## src/rtl/uart_mem_loader.sv

```systemverilog
// UART framed-download loader: sync, address, count, 64-bit payload words, entry PC.
// Optional trailing XOR checksum byte enabled by UART_MEM_LOADER_CHECKSUM_EN.
module uart_mem_loader #(
  parameter logic [7:0]  SYNC_BYTE      = 8'hA5,
  parameter int unsigned TIMEOUT_CYCLES = 1000000,
  parameter int unsigned ADDR_W         = 14
) (
  input  logic              clk,
  input  logic              rst,
  input  logic              rx_valid,
  input  logic [7:0]        rx_data,
  output logic              enb,
  output logic              web,
  output logic [ADDR_W-1:0] addrb,
  output logic [63:0]       dinb,
  output logic [15:0]       extern_pc,
  output logic              extern_pc_en,
  output logic              busy,
  output logic              err,
  output logic [3:0]        state
);

  typedef enum logic [3:0] {
    IDLE    = 4'd0,
    ADDR_HI = 4'd1,
    ADDR_LO = 4'd2,
    CNT_HI  = 4'd3,
    CNT_LO  = 4'd4,
    DATA    = 4'd5,
    PC_HI   = 4'd6,
    PC_LO   = 4'd7,
    CSUM    = 4'd8,
    DONE    = 4'd9
  } state_t;

  localparam logic [31:0] GAP_TERM = 32'(TIMEOUT_CYCLES - 1);

  state_t            state_q;
  logic [ADDR_W-1:0] addr_q;
  logic [7:0]        hi_q;
  logic [15:0]       cnt_q;
  logic [15:0]       words_q;
  logic [2:0]        byte_cnt_q;
  logic [55:0]       asm_q;
  logic [63:0]       dinb_q;
  logic              enb_q;
  logic [15:0]       pc_q;
  logic              pc_en_q;
  logic              err_q;
  logic [31:0]       gap_q;
  logic [15:0]       cnt_d;
  logic              timeout_d;
`ifdef UART_MEM_LOADER_CHECKSUM_EN
  logic [7:0]        csum_q;
  logic [15:0]       pc_shadow_q;
`endif

  always_comb begin
    cnt_d     = {hi_q, rx_data};
    timeout_d = (state_q != IDLE) && !rx_valid && (gap_q == GAP_TERM);
  end

  always_ff @(posedge clk or posedge rst) begin
    if (rst) begin
      state_q    <= IDLE;
      addr_q     <= '0;
      hi_q       <= '0;
      cnt_q      <= '0;
      words_q    <= '0;
      byte_cnt_q <= '0;
      asm_q      <= '0;
      dinb_q     <= '0;
      enb_q      <= 1'b0;
      pc_q       <= '0;
      pc_en_q    <= 1'b0;
      err_q      <= 1'b0;
      gap_q      <= '0;
`ifdef UART_MEM_LOADER_CHECKSUM_EN
      csum_q      <= '0;
      pc_shadow_q <= '0;
`endif
    end else begin
      enb_q   <= 1'b0;
      pc_en_q <= 1'b0;
      if (enb_q) addr_q <= addr_q + 1'b1;
      if (state_q == IDLE || rx_valid) gap_q <= '0;
      else                             gap_q <= gap_q + 1'b1;
`ifdef UART_MEM_LOADER_CHECKSUM_EN
      if (rx_valid && state_q >= ADDR_HI && state_q <= PC_LO) csum_q <= csum_q ^ rx_data;
`endif
      if (timeout_d) begin
        err_q   <= 1'b1;
        state_q <= IDLE;
      end else begin
        unique case (state_q)
          IDLE: if (rx_valid && rx_data == SYNC_BYTE) begin
            err_q      <= 1'b0;
            byte_cnt_q <= '0;
            words_q    <= '0;
`ifdef UART_MEM_LOADER_CHECKSUM_EN
            csum_q     <= '0;
`endif
            state_q    <= ADDR_HI;
          end
          ADDR_HI: if (rx_valid) begin
            hi_q    <= rx_data;
            state_q <= ADDR_LO;
          end
          ADDR_LO: if (rx_valid) begin
            addr_q  <= ADDR_W'(cnt_d);
            state_q <= CNT_HI;
          end
          CNT_HI: if (rx_valid) begin
            hi_q    <= rx_data;
            state_q <= CNT_LO;
          end
          CNT_LO: if (rx_valid) begin
            cnt_q   <= cnt_d;
            state_q <= (cnt_d == 16'd0) ? PC_HI : DATA;
          end
          DATA: if (rx_valid) begin
            asm_q      <= {asm_q[47:0], rx_data};
            byte_cnt_q <= byte_cnt_q + 1'b1;
            if (byte_cnt_q == 3'd7) begin
              dinb_q  <= {asm_q, rx_data};
              enb_q   <= 1'b1;
              words_q <= words_q + 1'b1;
              // Leave DATA as the last word completes; the pulse still fires next
              // cycle, so a PC byte arriving back-to-back with it is not lost.
              if (words_q + 16'd1 == cnt_q) state_q <= PC_HI;
            end
          end
          PC_HI: if (rx_valid) begin
            hi_q    <= rx_data;
            state_q <= PC_LO;
          end
          PC_LO: if (rx_valid) begin
`ifdef UART_MEM_LOADER_CHECKSUM_EN
            pc_shadow_q <= cnt_d;
            state_q     <= CSUM;
`else
            pc_q    <= cnt_d;
            pc_en_q <= 1'b1;
            state_q <= DONE;
`endif
          end
          CSUM: begin
`ifdef UART_MEM_LOADER_CHECKSUM_EN
            if (rx_valid) begin
              if (rx_data == csum_q) begin
                pc_q    <= pc_shadow_q;
                pc_en_q <= 1'b1;
                state_q <= DONE;
              end else begin
                err_q   <= 1'b1;
                state_q <= IDLE;
              end
            end
`else
            state_q <= IDLE;
`endif
          end
          DONE:    state_q <= IDLE;
          default: state_q <= IDLE;
        endcase
      end
    end
  end

  assign enb          = enb_q;
  assign web          = enb_q;
  assign addrb        = addr_q;
  assign dinb         = dinb_q;
  assign extern_pc    = pc_q;
  assign extern_pc_en = pc_en_q;
  assign busy         = (state_q != IDLE);
  assign err          = err_q;
  assign state        = state_q;

endmodule

```

## config.mk

```make
export PLATFORM = sky130hd
export DESIGN_NAME = uart_mem_loader
export DESIGN_NICKNAME = d
export VERILOG_FILES = /design/src/rtl/uart_mem_loader.sv
export SDC_FILE = /design/constraint.sdc
export NUM_CORES = 1
export LEC_CHECK = 0
export BUFFER_PORTS_ARGS = -buffer_cell sky130_fd_sc_hd__buf_4
export CORE_MARGIN = 5
export CORE_UTILIZATION = 50
export CTS_CLUSTER_DIAMETER = 150
export DETAILED_ROUTE_END_ITERATION = 6
export GPL_ROUTABILITY_DRIVEN = 0
export PLACE_DENSITY = 0.72
export SLEW_MARGIN = 25
export SYNTH_ARGS = -nofsm -noshare
export SYNTH_HDL_FRONTEND = slang
export SYNTH_SLANG_ARGS = --single-unit
```

## constraint.sdc

```tcl
create_clock -name clk -period 11.7 [get_ports clk]
set_clock_uncertainty 0.05 [all_clocks]
set_input_delay 0.585 -clock clk [delete_from_list [all_inputs] [get_ports clk]]
set_output_delay 0.585 -clock clk [all_outputs]
set_load 0.005 [all_outputs]
```

==> results.md <==
- Total Power: 2190 uW
- Hold Slack: 92.2 ps
- Worst-Margin Slew: approximately 870 ps
- RSZ-0062 raised after global routing: false
- Final setup violation count: 0
- Slowest-stage cell, CP: nor3_1
- Crit. End Element: flop
- Die Ht: about 150 um
- Clock tree buffer depth: 3
- Final-report hold violation count: 0
- Largest net degree at the start of global routing: 99
- Reg-to-Reg Start: words_q[0]
- Ant. Diodes: 0
- Slew headroom: 41.9%
- Post-CTS setup buffer count: 0
- Async S/R FF share, synth: 100%
- Mapped Cells: 990
- Worst endpoint required time: between 10000 and 15000 ps
- Worst-Skew Late Latency: 520 ps
- CP max FO: 10
- Final WL: approximately 22 mm
- Post-synthesis cell area: between 10000 and 15000 sq um
- Nets@finish: ~1100
- Initial antenna violation count: 0
- Cell taking the most area after synthesis: dfrtp_1
- Critical path's largest stage delay: 550 ps
- Most frequent cells in the layout: nand2_1 (292), dfrtp_1 (232), buf_4 (119), mux2_2 (80), nor2_1 (72)
- Pre-CTS WS: 8660 ps
- Pre-antenna DRT Iters: 5
- Via count: 7313
- DP HPWL: around 14 mm
- CP Launch Point: words_q[0]
- Vias in the first global route: 7411
- Root Driver: clkbuf_16
- Global-route wire length before repair: 38.2 mm
- Synth top area cells: dfrtp_1 (57%), nand2_1 (11%), mux2_2 (8.9%), nor2_1 (2.7%), xnor2_1 (2.5%)
- CP arrival: around 3500 ps
- HP Class: primary input to async pin
- Static Leakage: 0.00593 uW
- Synth Flop Type: dfrtp_1
- Syn Nets: 1006
- R2R depth: 8
- CP Class: flop to flop
- Core area: 20000 sq um
- Worst setup SP type: flop
- Max VDD drop: 156 uV
- GRT overflow: 0
- Routed Antenna Nets: 0
- Post-CTS Resized: 0
- Synth unique cells: 54
- Wire per inst: 16.2 um
- CTS Hold Buffers Added: 0
- Final worst slack: 8630 ps
- Synthesized flop and latch total: 232
- FMAX: 326 MHz
- Share of the synthesized area in the top cell type: 57.5%
- # rows: 52
- Drt initial violations: 336
- Register clock-pin slew on the reported worst setup and hold paths: about 60 ps
- Die Wd: 152 um
- Remaining DRCs: 0
- R2r setup slk: between 8000 and 9000 ps
- H-tree Lvls: 1
- Final Max Slew Viols: 0
- CTS Buf Count: 24
- PortBufs: 113
- Syn Area/Cell: between 10 and 15 sq um
- Power per cell area: approximately 180 nW/um^2
- Die footprint: approximately 23000 sq um
- Layout cells sized above 1: 22.7%
- Worst Setup EP: state[1]
- IO Pins: 114
- GRT Total Usage: 19.4%
- Post-synth EDFFs: 0
- Max-cap violations: 0
- Final worst-path cycle share: 26.2%
- CP Cell Sequence: ha_1 > nand3_1 > nor3_1 > xnor2_1 > nand4_1 > or4_1 > or3_1 > o211ai_1
- Sum Neg Setup Slack: 0 ps
- Synth Warn #: 0
- Status: complete, no violations
- Initial Util: 50.4%
- CTS Sinks: 232
- Vias per cell: 5.31
- Minimum clock period: 3070 ps
- Register area share after synthesis: 57.5%
- Commonest non-fill, non-tap cell in the layout: nand2_1
- Reg2reg end: state[1]
- CTS tree: built
- Area Overhead vs Synth: 18.5%
-- registers in the layout, summed over array words and instances, names as in the netlist --
register,count
enb,1
addrb,14
hi_q,8
asm_q,56
extern_pc_en,1
words_q,16
dinb,64
byte_cnt_q,3
extern_pc,16
cnt_q,16
state,4
err,1
gap_q,32
-- metal layers --
| metal | global-route usage [%] | routed length [um] | up-vias |
|---|---|---|---|
| met1 | 27.0 | 10200 | 3600 |
| met5 | 0 | 0 | - |
| li1 | - | - | 3520 |
| met2 | 30.9 | 10600 | 164 |
| met4 | 5.44 | 384 | 0 |
| met3 | 4.43 | 1200 | 29 |
-- layout make-up --
class | count | area, sq um
Fill cell | 1730 | 8070
Clock inverter | 8 | 105
Inverter | 14 | 60.1
Timing Repair Buffer | 120 | 905
Tap cell | 270 | 338
Clock buffer | 35 | 682
Multi-Input combinational cell | 699 | 4080
Sequential cell | 232 | 5810
-- worst max-delay path, delay by kind of cell (launching register included) --
family | cells | cell delay, ps
compound gates | 1 | 100
xor+xnor | 1 | 180
fa+ha+maj | 1 | 330
flops | 1 | 500
simple gates | 5 | 1820
-- synthesized netlist by cell type (2+ instances only) --
master / number
nor4b_1: 3
o21ai_0: 28
buf_2: 5
or2_2: 2
xnor2_1: 29
o31ai_1: 4
nand3b_1: 2
clkbuf_1: 32
or3_1: 7
nor3b_1: 3
a21oi_1: 23
or4_1: 4
nor4_1: 11
mux2_2: 80
o211ai_1: 2
nand2b_1: 2
buf_1: 6
nor2_1: 72
dfrtp_1: 232
and4_1: 2
mux2i_1: 4
nor3_1: 14
ha_1: 5
and2_1: 2
nor2b_1: 3
nand4_1: 21
a31oi_1: 4
and3_1: 7
nand3_1: 25
inv_1: 12
nand2_1: 293
xor2_1: 29
-- report_power, final --
part | switching (uW) | total, uW | internal (uW) | leakage, uW
Combinational | 179 | 385 | 206 | 0.00243
Clock | 306 | 755 | 449 | 0.000388
Sequential | 134 | 1050 | 918 | 0.00312
-- worst min-delay path by stage --
stage	slack [ps]	cells after the start	to
2_1_floorplan	380	2	dinb[56]
3_3_place_gp	390	2	dinb[57]
3_5_place_dp	400	2	dinb[56]
4_1_cts	150	2	asm_q[46]
5_1_grt	180	2	asm_q[47]
6_report	90	2	asm_q[47]
-- cell families (layout without fill, tap and decap cells) --
family	Yosys count	in the layout	share of synthesized area (%)
xor gates and xnor gates	58	58	5.03
AOI/OAI and AO/OA	70	70	4.09
buffers and inverters	59	177	2.30
and+or+nand+nor	481	481	21.1
DFF	232	232	57.5
adders and majority gates	5	5	0.619
muxes	85	85	9.42
-- metrics by stage --
step | instances | utilization (%) | cell area (sq um)
after global placement | 1335 | 55.8 | 11200
after CTS | 1378 | 59.7 | 12000
after global routing | 1378 | 59.7 | 12000
after detailed placement | 1335 | 55.8 | 11200
after floorplan | 990 | - | 10100
final | 1378 | 59.7 | 12000
No activity file was read; power rests on OpenSTA's default activity.
